<file path="src/rtl/mem_port_arbiter_if.sv">
// Unified memory port bus: valid/ready request channel plus read-data return.
// The master modport is the arbiter side; the slave modport is the memory side.
interface mem_port_arbiter_if;
  localparam int unsigned AW = 32;
  localparam int unsigned DW = 32;
  localparam int unsigned BW = DW / 8;

  logic          mem_valid;
  logic          mem_we;
  logic [AW-1:0] mem_addr;
  logic [DW-1:0] mem_wdata;
  logic [BW-1:0] mem_be;
  logic          mem_ready;
  logic [DW-1:0] mem_rdata;

  modport master (
    output mem_valid, mem_we, mem_addr, mem_wdata, mem_be,
    input  mem_ready, mem_rdata
  );

  modport slave (
    input  mem_valid, mem_we, mem_addr, mem_wdata, mem_be,
    output mem_ready, mem_rdata
  );
endinterface

</file>
<file path="src/rtl/mem_port_arbiter.sv">
// Shares one memory port between instruction fetch and load/store, with data
// priority, byte/word formatting, a one-cycle done pulse and a wait watchdog.
module mem_port_arbiter #(
  parameter int unsigned MAX_WAIT = 15
) (
  input  logic        clk,
  input  logic        rst,
  input  logic        if_req,
  input  logic [31:0] if_addr,
  output logic [31:0] if_rdata,
  output logic        if_done,
  input  logic        d_req,
  input  logic        d_we,
  input  logic        d_addr_mode,
  input  logic [31:0] d_addr,
  input  logic [31:0] d_wdata,
  output logic [31:0] d_rdata,
  output logic        d_done,
  output logic        err,
  output logic        stall,
  mem_port_arbiter_if.master mem
);

  localparam int unsigned DW = 32;
  localparam int unsigned BW = DW / 8;
  localparam int unsigned CW = 8;

  typedef enum logic [1:0] {
    IDLE    = 2'd0,
    BUSY_IF = 2'd1,
    BUSY_D  = 2'd2,
    RESP    = 2'd3
  } state_t;

  state_t        r_state,     w_state;
  logic          r_mem_valid, w_mem_valid;
  logic          r_mem_we,    w_mem_we;
  logic [31:0]   r_mem_addr,  w_mem_addr;
  logic [DW-1:0] r_mem_wdata, w_mem_wdata;
  logic [BW-1:0] r_mem_be,    w_mem_be;
  logic          r_byte,      w_byte;
  logic [1:0]    r_lane,      w_lane;
  logic [CW-1:0] r_wait,      w_wait;
  logic [DW-1:0] r_if_rdata,  w_if_rdata;
  logic [DW-1:0] r_d_rdata,   w_d_rdata;
  logic          r_if_done,   w_if_done;
  logic          r_d_done,    w_d_done;
  logic          r_err,       w_err;
  logic [DW-1:0] w_load_data;
  logic          w_unused;

  // Fetch addresses are word aligned by construction; the low bits carry no meaning.
  assign w_unused = ^if_addr[1:0];

  // Load result: word as-is, byte as zero-extended lane selected at grant time.
  always_comb begin
    w_load_data = mem.mem_rdata;
    if (r_byte) begin
      case (r_lane)
        2'd0:    w_load_data = {24'd0, mem.mem_rdata[7:0]};
        2'd1:    w_load_data = {24'd0, mem.mem_rdata[15:8]};
        2'd2:    w_load_data = {24'd0, mem.mem_rdata[23:16]};
        default: w_load_data = {24'd0, mem.mem_rdata[31:24]};
      endcase
    end
  end

  // Next-state and next-output logic.
  always_comb begin
    w_state     = r_state;
    w_mem_valid = r_mem_valid;
    w_mem_we    = r_mem_we;
    w_mem_addr  = r_mem_addr;
    w_mem_wdata = r_mem_wdata;
    w_mem_be    = r_mem_be;
    w_byte      = r_byte;
    w_lane      = r_lane;
    w_wait      = r_wait;
    w_if_rdata  = r_if_rdata;
    w_d_rdata   = r_d_rdata;
    w_if_done   = 1'b0;
    w_d_done    = 1'b0;
    w_err       = 1'b0;

    case (r_state)
      IDLE: begin
        if (d_req) begin
          w_state     = BUSY_D;
          w_mem_valid = 1'b1;
          w_mem_we    = d_we;
          w_mem_addr  = {d_addr[31:2], 2'b00};
          w_byte      = d_addr_mode;
          w_lane      = d_addr[1:0];
          w_wait      = '0;
          w_mem_be    = d_addr_mode ? BW'(4'b0001 << d_addr[1:0]) : {BW{1'b1}};
          if (!d_we)
            w_mem_wdata = '0;
          else if (d_addr_mode)
            w_mem_wdata = {4{d_wdata[7:0]}};
          else
            w_mem_wdata = d_wdata;
        end else if (if_req) begin
          w_state     = BUSY_IF;
          w_mem_valid = 1'b1;
          w_mem_we    = 1'b0;
          w_mem_addr  = {if_addr[31:2], 2'b00};
          w_mem_be    = {BW{1'b1}};
          w_mem_wdata = '0;
          w_byte      = 1'b0;
          w_lane      = 2'd0;
          w_wait      = '0;
        end
      end

      BUSY_IF, BUSY_D: begin
        // A ready in the final allowed cycle still completes normally.
        if (mem.mem_ready || (r_wait == CW'(MAX_WAIT))) begin
          w_state     = RESP;
          w_mem_valid = 1'b0;
          w_mem_we    = 1'b0;
          w_err       = ~mem.mem_ready;
          if (r_state == BUSY_D) begin
            w_d_done  = 1'b1;
            w_d_rdata = mem.mem_ready ? w_load_data : '0;
          end else begin
            w_if_done  = 1'b1;
            w_if_rdata = mem.mem_ready ? mem.mem_rdata : '0;
          end
        end else begin
          w_wait = r_wait + CW'(1);
        end
      end

      RESP: begin
        w_state = IDLE;
      end

      default: begin
        w_state     = IDLE;
        w_mem_valid = 1'b0;
        w_mem_we    = 1'b0;
      end
    endcase
  end

  // State and output registers.
  always_ff @(posedge clk) begin
    if (!rst) begin
      r_state     <= IDLE;
      r_mem_valid <= 1'b0;
      r_mem_we    <= 1'b0;
      r_mem_addr  <= '0;
      r_mem_wdata <= '0;
      r_mem_be    <= '0;
      r_byte      <= 1'b0;
      r_lane      <= 2'd0;
      r_wait      <= '0;
      r_if_rdata  <= '0;
      r_d_rdata   <= '0;
      r_if_done   <= 1'b0;
      r_d_done    <= 1'b0;
      r_err       <= 1'b0;
    end else begin
      r_state     <= w_state;
      r_mem_valid <= w_mem_valid;
      r_mem_we    <= w_mem_we;
      r_mem_addr  <= w_mem_addr;
      r_mem_wdata <= w_mem_wdata;
      r_mem_be    <= w_mem_be;
      r_byte      <= w_byte;
      r_lane      <= w_lane;
      r_wait      <= w_wait;
      r_if_rdata  <= w_if_rdata;
      r_d_rdata   <= w_d_rdata;
      r_if_done   <= w_if_done;
      r_d_done    <= w_d_done;
      r_err       <= w_err;
    end
  end

  assign mem.mem_valid = r_mem_valid;
  assign mem.mem_we    = r_mem_we;
  assign mem.mem_addr  = r_mem_addr;
  assign mem.mem_wdata = r_mem_wdata;
  assign mem.mem_be    = r_mem_be;
  assign if_rdata      = r_if_rdata;
  assign if_done       = r_if_done;
  assign d_rdata       = r_d_rdata;
  assign d_done        = r_d_done;
  assign err           = r_err;

  // Freezes PC and register write while either side still waits for its done.
  assign stall = (if_req & ~r_if_done) | (d_req & ~r_d_done);

endmodule

</file>
<file path="src/flat_wrapper.sv">
// flat-port wrapper written by rule: the top's interface ports become plain ports
module mem_port_arbiter_flat 
#(
  parameter int unsigned MAX_WAIT = 15
)
  (clk, rst, if_req, if_addr, if_rdata, if_done, d_req, d_we, d_addr_mode, d_addr, d_wdata, d_rdata, d_done, err, stall, mem_mem_valid, mem_mem_we, mem_mem_addr, mem_mem_wdata, mem_mem_be, mem_mem_ready, mem_mem_rdata);
  mem_port_arbiter_if mem_i ();
  input  logic clk;
  input  logic rst;
  input  logic if_req;
  input  logic [31:0] if_addr;
  output logic [31:0] if_rdata;
  output logic if_done;
  input  logic d_req;
  input  logic d_we;
  input  logic d_addr_mode;
  input  logic [31:0] d_addr;
  input  logic [31:0] d_wdata;
  output logic [31:0] d_rdata;
  output logic d_done;
  output logic err;
  output logic stall;
  output wire logic [$bits(mem_i.mem_valid)-1:0] mem_mem_valid;
  output wire logic [$bits(mem_i.mem_we)-1:0] mem_mem_we;
  output wire logic [$bits(mem_i.mem_addr)-1:0] mem_mem_addr;
  output wire logic [$bits(mem_i.mem_wdata)-1:0] mem_mem_wdata;
  output wire logic [$bits(mem_i.mem_be)-1:0] mem_mem_be;
  input wire logic [$bits(mem_i.mem_ready)-1:0] mem_mem_ready;
  input wire logic [$bits(mem_i.mem_rdata)-1:0] mem_mem_rdata;
  assign mem_mem_valid = mem_i.mem_valid;
  assign mem_mem_we = mem_i.mem_we;
  assign mem_mem_addr = mem_i.mem_addr;
  assign mem_mem_wdata = mem_i.mem_wdata;
  assign mem_mem_be = mem_i.mem_be;
  assign mem_i.mem_ready = mem_mem_ready;
  assign mem_i.mem_rdata = mem_mem_rdata;
  mem_port_arbiter #(.MAX_WAIT(MAX_WAIT)) u_core (.clk(clk), .rst(rst), .if_req(if_req), .if_addr(if_addr), .if_rdata(if_rdata), .if_done(if_done), .d_req(d_req), .d_we(d_we), .d_addr_mode(d_addr_mode), .d_addr(d_addr), .d_wdata(d_wdata), .d_rdata(d_rdata), .d_done(d_done), .err(err), .stall(stall), .mem(mem_i));
endmodule
</file>
<file path="config.mk">
export PLATFORM = sky130hd
export DESIGN_NAME = mem_port_arbiter_flat
export DESIGN_NICKNAME = d
export VERILOG_FILES = /design/src/rtl/mem_port_arbiter_if.sv /design/src/rtl/mem_port_arbiter.sv /design/src/flat_wrapper.sv
export SDC_FILE = /design/constraint.sdc
export NUM_CORES = 1
export LEC_CHECK = 0
export CELL_PAD_IN_SITES_DETAIL_PLACEMENT = 1
export CELL_PAD_IN_SITES_GLOBAL_PLACEMENT = 2
export CORE_UTILIZATION = 26
export DETAILED_ROUTE_END_ITERATION = 10
export PLACE_DENSITY = 0.9
export SLEW_MARGIN = 20
export SYNTH_ARGS = -nofsm -noshare
export SYNTH_HDL_FRONTEND = slang
export SYNTH_SLANG_ARGS = --single-unit
</file>
<file path="constraint.sdc">
create_clock -name clk -period 3.91 [get_ports clk]
set_clock_uncertainty 0.05 [all_clocks]
set_input_delay 0.5865 -clock clk [delete_from_list [all_inputs] [get_ports clk]]
set_output_delay 0.5865 -clock clk [all_outputs]
set_load 0.03 [all_outputs]
</file>
After elaboration in Yosys (flattened, before gate mapping)
Cells that the tools add are included.
{"block": "totals", "register_bits": 150, "output_inout_bits": 138, "elab_cells": 78}
{"block": "classes", "add_sub_neg": 1, "eq_ne": 9, "shifts": 1, "n_mux": 33, "n_bitwise": 7, "n_reduce_logical": 13}
{"op": "$mux W32", "n": 9}
{"op": "$mux W8", "n": 3}
{"op": "$pmux W8 S3", "n": 1}
{"op": "$pmux W8 S2", "n": 1}
{"op": "$reduce_and A3 Y1", "n": 5}
{"op": "$mux W4", "n": 3}
{"op": "$mux W2", "n": 5}
{"op": "$add A8 B1 Y8 const B", "n": 1}
{"op": "$eq A8 B4 Y1 const B", "n": 1}
{"op": "$mux W1", "n": 8}
{"op": "$eq A2 B2 Y1 const B", "n": 3}
{"op": "$pmux W2 S3", "n": 1}
{"op": "$eq A2 B1 Y1 const B", "n": 2}
{"op": "$logic_not A2 Y1", "n": 2}
{"op": "$not A1 Y1", "n": 4}
{"op": "$pmux W1 S2", "n": 2}
{"op": "$reduce_and A2 Y1", "n": 2}
{"op": "$reduce_bool A2 Y1", "n": 2}
{"op": "$shl A1 B2 Y4 const A", "n": 1}
{"op": "$ne A3 B3 Y1 const B", "n": 1}
{"op": "$and A1 B1 Y1", "n": 2}
{"op": "$ne A2 B1 Y1 const B", "n": 1}
{"op": "$ne A2 B2 Y1 const B", "n": 1}
{"op": "$reduce_or A2 Y1", "n": 1}
{"op": "2 further kinds", "n": 2}

Longest topological paths before layout
{"block": "logic_depth", "word_depth": 4, "mapped_depth": 8, "mapped_depth_nobuf": 6}

Worst setup path after synthesis
No wires, ideal clock.
{"block": "synth_path", "path_kind": "input -> output", "from": "input port d_req", "to": "output port stall", "t_arrival_ps": 1557, "slack_ps": 1716, "path_stages": 4, "path_cell_list": "buf_2 > buf_2 > inv_1 > o22ai_1"}
{"block": "synth_between", "elab_chain_len": 2}
{"item": "start: declaration", "line": "flat_wrapper.sv:14", "rtl": "input logic d_req;"}
{"item": "$and A1 B1 Y1", "line": "mem_port_arbiter.sv:193", "rtl": "assign stall = (if_req & ~r_if_done) | (d_req & ~r_d_done);"}
{"item": "$or A1 B1 Y1", "line": "mem_port_arbiter.sv:193"}
{"item": "end: declaration", "line": "flat_wrapper.sv:22", "rtl": "output logic stall;"}
Every way passes these cells.

Worst setup path in the final report
{"block": "layout_path", "from": "input port if_req", "to": "output port stall"}
{"block": "layout_between", "elab_chain_len": 2}
{"item": "start: declaration", "line": "flat_wrapper.sv:10", "rtl": "input logic if_req;"}
{"item": "$and A1 B1 Y1", "line": "mem_port_arbiter.sv:193"}
{"item": "$or A1 B1 Y1", "line": "mem_port_arbiter.sv:193"}
Every way passes these cells.

==> results.txt <==
----------------------------------------------------
[STA]
  Worst setup margin ... 1.168 ns
  Setup TNS after final layout ... 0 ns
  Final period utilization ... 0.7014
  FMAX ... 364.7 MHz
  Max-slew headroom at the worst pin ... 0.3479
  Setup repair after global routing missed its margin ... false
  Final worst path period need ... 2.742 ns
  Slew at the pin closest to its max-slew limit ... 0.9781 ns
  Endpoints failing setup ... 0
  Count of final hold-check violations ... 0
  Worst hold-check slack ... slightly above 0.4 ns
  Number of pins with negative max-slew slack in the final report ... 0

[Worst setup path]
  FF-to-FF path depth ... 6
  Peak fanout along the critical path ... 4
  Worst-path cell with the longest stage delay ... sky130_fd_sc_hd__clkdlybuf4s50_1
  Startpoint of the worst-slack reg-to-reg timing path ... u_core.r_state[0]
  Required time of the worst setup path ... 3.27 ns
  Class of the most critical setup path ... in2out
  Data arrival time of the critical path ... 2.11 ns
  Crit Reg-Reg Endpoint ... u_core.r_wait[3]
  Worst setup EP type ... output pin
  Launch point of the worst path ... if_req
  Delay of the slowest cell on the worst path ... 0.69 ns
  Slack of the worst reg-to-reg path ... approximately 1.7 ns
  CP dominant cell by count ... sky130_fd_sc_hd__clkdlybuf4s50_1
  Startpoint type of the worst setup path ... input port
  Sequence of cells on the critical path ... clkdlybuf4s50_1 -> inv_1 -> o22ai_1 -> clkdlybuf4s50_1

[Hold path]
  Hold Crit Depth ... 2
  End point of the most critical hold path ... u_core.d_rdata[11]
  Startpoint of the tightest hold check path ... u_core.d_rdata[11]
  Kind of path behind the tightest hold check ... reg2reg

[Route]
  Routed WL ... 23000 microns
  Top routing layer in use ... met4
  Routed via count ... 6048
  Detailed-route wire length on metal 1 ... 9685 microns
  Routed vias/inst ... 4.846
  Number of DRC violations after detailed-routing iteration 0 ... 341
  Met3 routed WL ... 1364 microns
  Average wire per cell in the routed design ... about 18 microns
  Count of nets left with antenna violations after detail routing ... 0
  TritonRoute pass-1 iters ... 5
  Count of unresolved DRC violations after routing ... 0
  Met2 wire len ... 11340 microns

[Synth]
  Most frequent cells after synthesis ... sky130_fd_sc_hd__dfxtp_1, sky130_fd_sc_hd__nand2_1, sky130_fd_sc_hd__a21oi_1, sky130_fd_sc_hd__clkbuf_1, sky130_fd_sc_hd__mux2i_1
  Count of warnings emitted by yosys ... 0
  Post-synthesis share of cell area spent on xor and xnor gates ... 0
  Post-synthesis compound-gate area fraction ... 0.2314
  Post-synth design cell area ... around 6200 sq um
  Combinational family with the most area after synthesis ... compound AO/OA/AOI/OAI gates
  Distinct cell type count of the synthesized netlist ... 45
  Count of state elements after synthesis ... 148
  Most numerous cell in the Yosys netlist ... sky130_fd_sc_hd__dfxtp_1
  Cell type with the largest total area after synthesis ... sky130_fd_sc_hd__dfxtp_1
  Top-area cell type share of the netlist area ... 0.4753
  Synth area leaders ... sky130_fd_sc_hd__dfxtp_1, sky130_fd_sc_hd__mux2i_1, sky130_fd_sc_hd__a21oi_1, sky130_fd_sc_hd__nand2_1, sky130_fd_sc_hd__o211a_1
  Adder-cell share of the synthesized area ... 0.008029
  Mean area per synthesized cell ... roughly 9.2 sq um
  Syn Inst Count ... 680
  EDFF count, synth ... 0
  Simple-gate area share of the yosys netlist ... 0.1716
  Most used DFF post-synth ... sky130_fd_sc_hd__dfxtp_1
  Portion of the post-synthesis area used by sequential elements ... 0.4753
  Fraction of synthesized area in multiplexers ... 0.06263
  Fraction of synthesis flops using an asynchronous set or reset pin ... 0

[Power]
  Leakage ... 0.003749 uW
  Logic gate share of total power ... 0.376
  Switching power summed over all nets ... 2149 uW
  Share of power burned in the clock network ... 0.288
  Proportion of total power due to net switching ... 0.3802
  PwrDens ... 583.3 nW/um^2
  Internal power ... 3504 uW
  Sequential share of power ... 0.336
  Peak VDD IR ... 0.0003181 V

[Global route]
  Pin count of the biggest net entering global routing ... 86
  Number of antenna violations at the first check in global routing ... 0
  Number of global-route vias before repair ... 6238
  Total global routing track utilization ... 0.1898
  Overflow after GRT ... 0
  Wire length of the first global-routing pass ... ~35000 microns

[CTS]
  Number of buffers inserted during clock tree synthesis ... 17
  Total number of H-tree levels ... 4
  Setup repair bufs after CTS ... 0
  Number of buffers inserted by hold repair at cts ... 0
  Number of gates given a new drive strength after cts ... 0
  Source-to-sink clock delay at the later pin of the worst-skew pair ... approximately 0.42 ns
  Post-CTS clock slew at the launch and capture registers of the worst setup and hold paths ... 0.07 ns
  CTS tree ... built
  TritonCTS Sinks ... 148
  Clock root buffer ... sky130_fd_sc_hd__clkbuf_16
  Maximum clock path buffer count ... 2

[Place]
  DP Area ... 9114 sq um
  Post-place setup slack ... 1.155 ns
  I/O Buffers ... 268
  Global placement routability congestion ... about 0.76
  Cell total after placement ... 1216
  Estimated wirelength of the detail-placed design ... about 17000 microns

[Layout]
  Count of placed standard cells in the final layout, fillers left out ... 1248
  Net count of the finished layout ... about 1100
  Final antenna diode count ... 0
  Synth-to-Final Area Change ... 55.48%
  Fraction of final layout cells sized beyond drive strength 1 ... 0.06243
  Final standard cell area without fillers ... just under 10000 sq um

[Status]
  Run status ... finished clean

[Die]
  # rows ... 56
  Initial Utilization ... 0.2656
  Number of top-level pins ... 273
  X dimension of the die ... 156.8 microns
  Core area ... 23470 sq um
  Die Area ... 24600 sq um
  Die boundary height ... 156.8 microns

[Flow run]
  MaxCap Viol Count ... 0

----------------------------------------------------
## power groups by stage
stage	Combinational (uW)	Clock, uW	Sequential [uW]
after floorplan	887	0	2330
after global placement	2120	0	1920
after detailed placement	2150	0	1930
after CTS	2160	1680	1900
after global routing	2290	1740	1930
final	2120	1630	1900
## flip-flops by register name, summed over array words and instances, names as in the netlist
name / flops
u_core.r_wait: 8
u_core.mem.mem_valid: 1
u_core.r_byte: 1
u_core.if_rdata: 32
u_core.mem.mem_wdata: 32
u_core.if_done: 1
u_core.d_rdata: 32
u_core.r_state: 2
u_core.d_done: 1
u_core.mem.mem_be: 4
u_core.r_lane: 2
u_core.mem.mem_addr: 30
u_core.mem.mem_we: 1
u_core.err: 1
## critical path, delay by kind of cell
family / cells / cell delay (ns)
buf+inv: 3 / 1.36
compound gates: 1 / 0.16
## layout by cell type, fill, tap and decap left out, types with 2 or more instances in the layout
cell / count
sky130_fd_sc_hd__clkbuf_16: 17
sky130_fd_sc_hd__a32oi_1: 2
sky130_fd_sc_hd__clkinvlp_4: 3
sky130_fd_sc_hd__and3_1: 3
sky130_fd_sc_hd__inv_1: 8
sky130_fd_sc_hd__a22o_1: 32
sky130_fd_sc_hd__or3_1: 5
sky130_fd_sc_hd__a21oi_1: 73
sky130_fd_sc_hd__nand3_1: 7
sky130_fd_sc_hd__buf_4: 11
sky130_fd_sc_hd__a22oi_1: 8
sky130_fd_sc_hd__ha_1: 4
sky130_fd_sc_hd__dfxtp_1: 148
sky130_fd_sc_hd__mux2i_1: 39
sky130_fd_sc_hd__nand2_1: 83
sky130_fd_sc_hd__and4_1: 2
sky130_fd_sc_hd__inv_6: 8
sky130_fd_sc_hd__o221a_2: 4
sky130_fd_sc_hd__o22ai_1: 13
sky130_fd_sc_hd__nand2b_1: 24
sky130_fd_sc_hd__nor2b_1: 36
sky130_fd_sc_hd__o21ai_0: 37
sky130_fd_sc_hd__clkdlybuf4s50_1: 266
sky130_fd_sc_hd__o211a_1: 30
sky130_fd_sc_hd__nor3b_1: 3
sky130_fd_sc_hd__conb_1: 2
sky130_fd_sc_hd__a211oi_1: 6
sky130_fd_sc_hd__nand4_1: 25
sky130_fd_sc_hd__nor2_1: 8
## worst max path at each step
stage,endpoint,cells after the start,slack [ns]
final,stall,4,1.17
after global placement,stall,4,1.15
after CTS,stall,4,1.15
after detailed placement,stall,4,1.16
after global routing,stall,4,1.09
after floorplan,stall,4,1.72
## kinds of logic (layout without fill, tap and decap cells)
group	after synthesis	after routing
AO/OA/AOI/OAI	213	213
adder cells (fa/ha/maj)	4	4
buffers and inverters	70	318
flip-flops	148	148
multiplexers	39	39
other	1	2
AND/OR/NAND/NOR	205	205
## metrics by stage
step           utilization  total power [uW]
3_3_place_gp        0.3883              4043
5_1_grt             0.4129              5956
3_5_place_dp        0.3883              4083
2_1_floorplan            -              3222
4_1_cts             0.4129              5738
6_report            0.4129              5653
## routing by layer
layer / up-vias / track usage
li1: 2913 / -
met1: 2917 / 0.2257
met2: 180 / 0.3183
met3: 38 / 0.05456
met4: 0 / 0.07843
met5: - / 0
## cell type report
cell class,count,area (sq um)
repair buffers,278,2750
fillers,2675,13780
inverters,8,30.03
clock buffers,18,439.2
flip-flops and latches,148,2963
clock inverters,14,138.9
well taps,319,399.1
multi-input cells,463,2972
(Power assumes the default switching activity.)
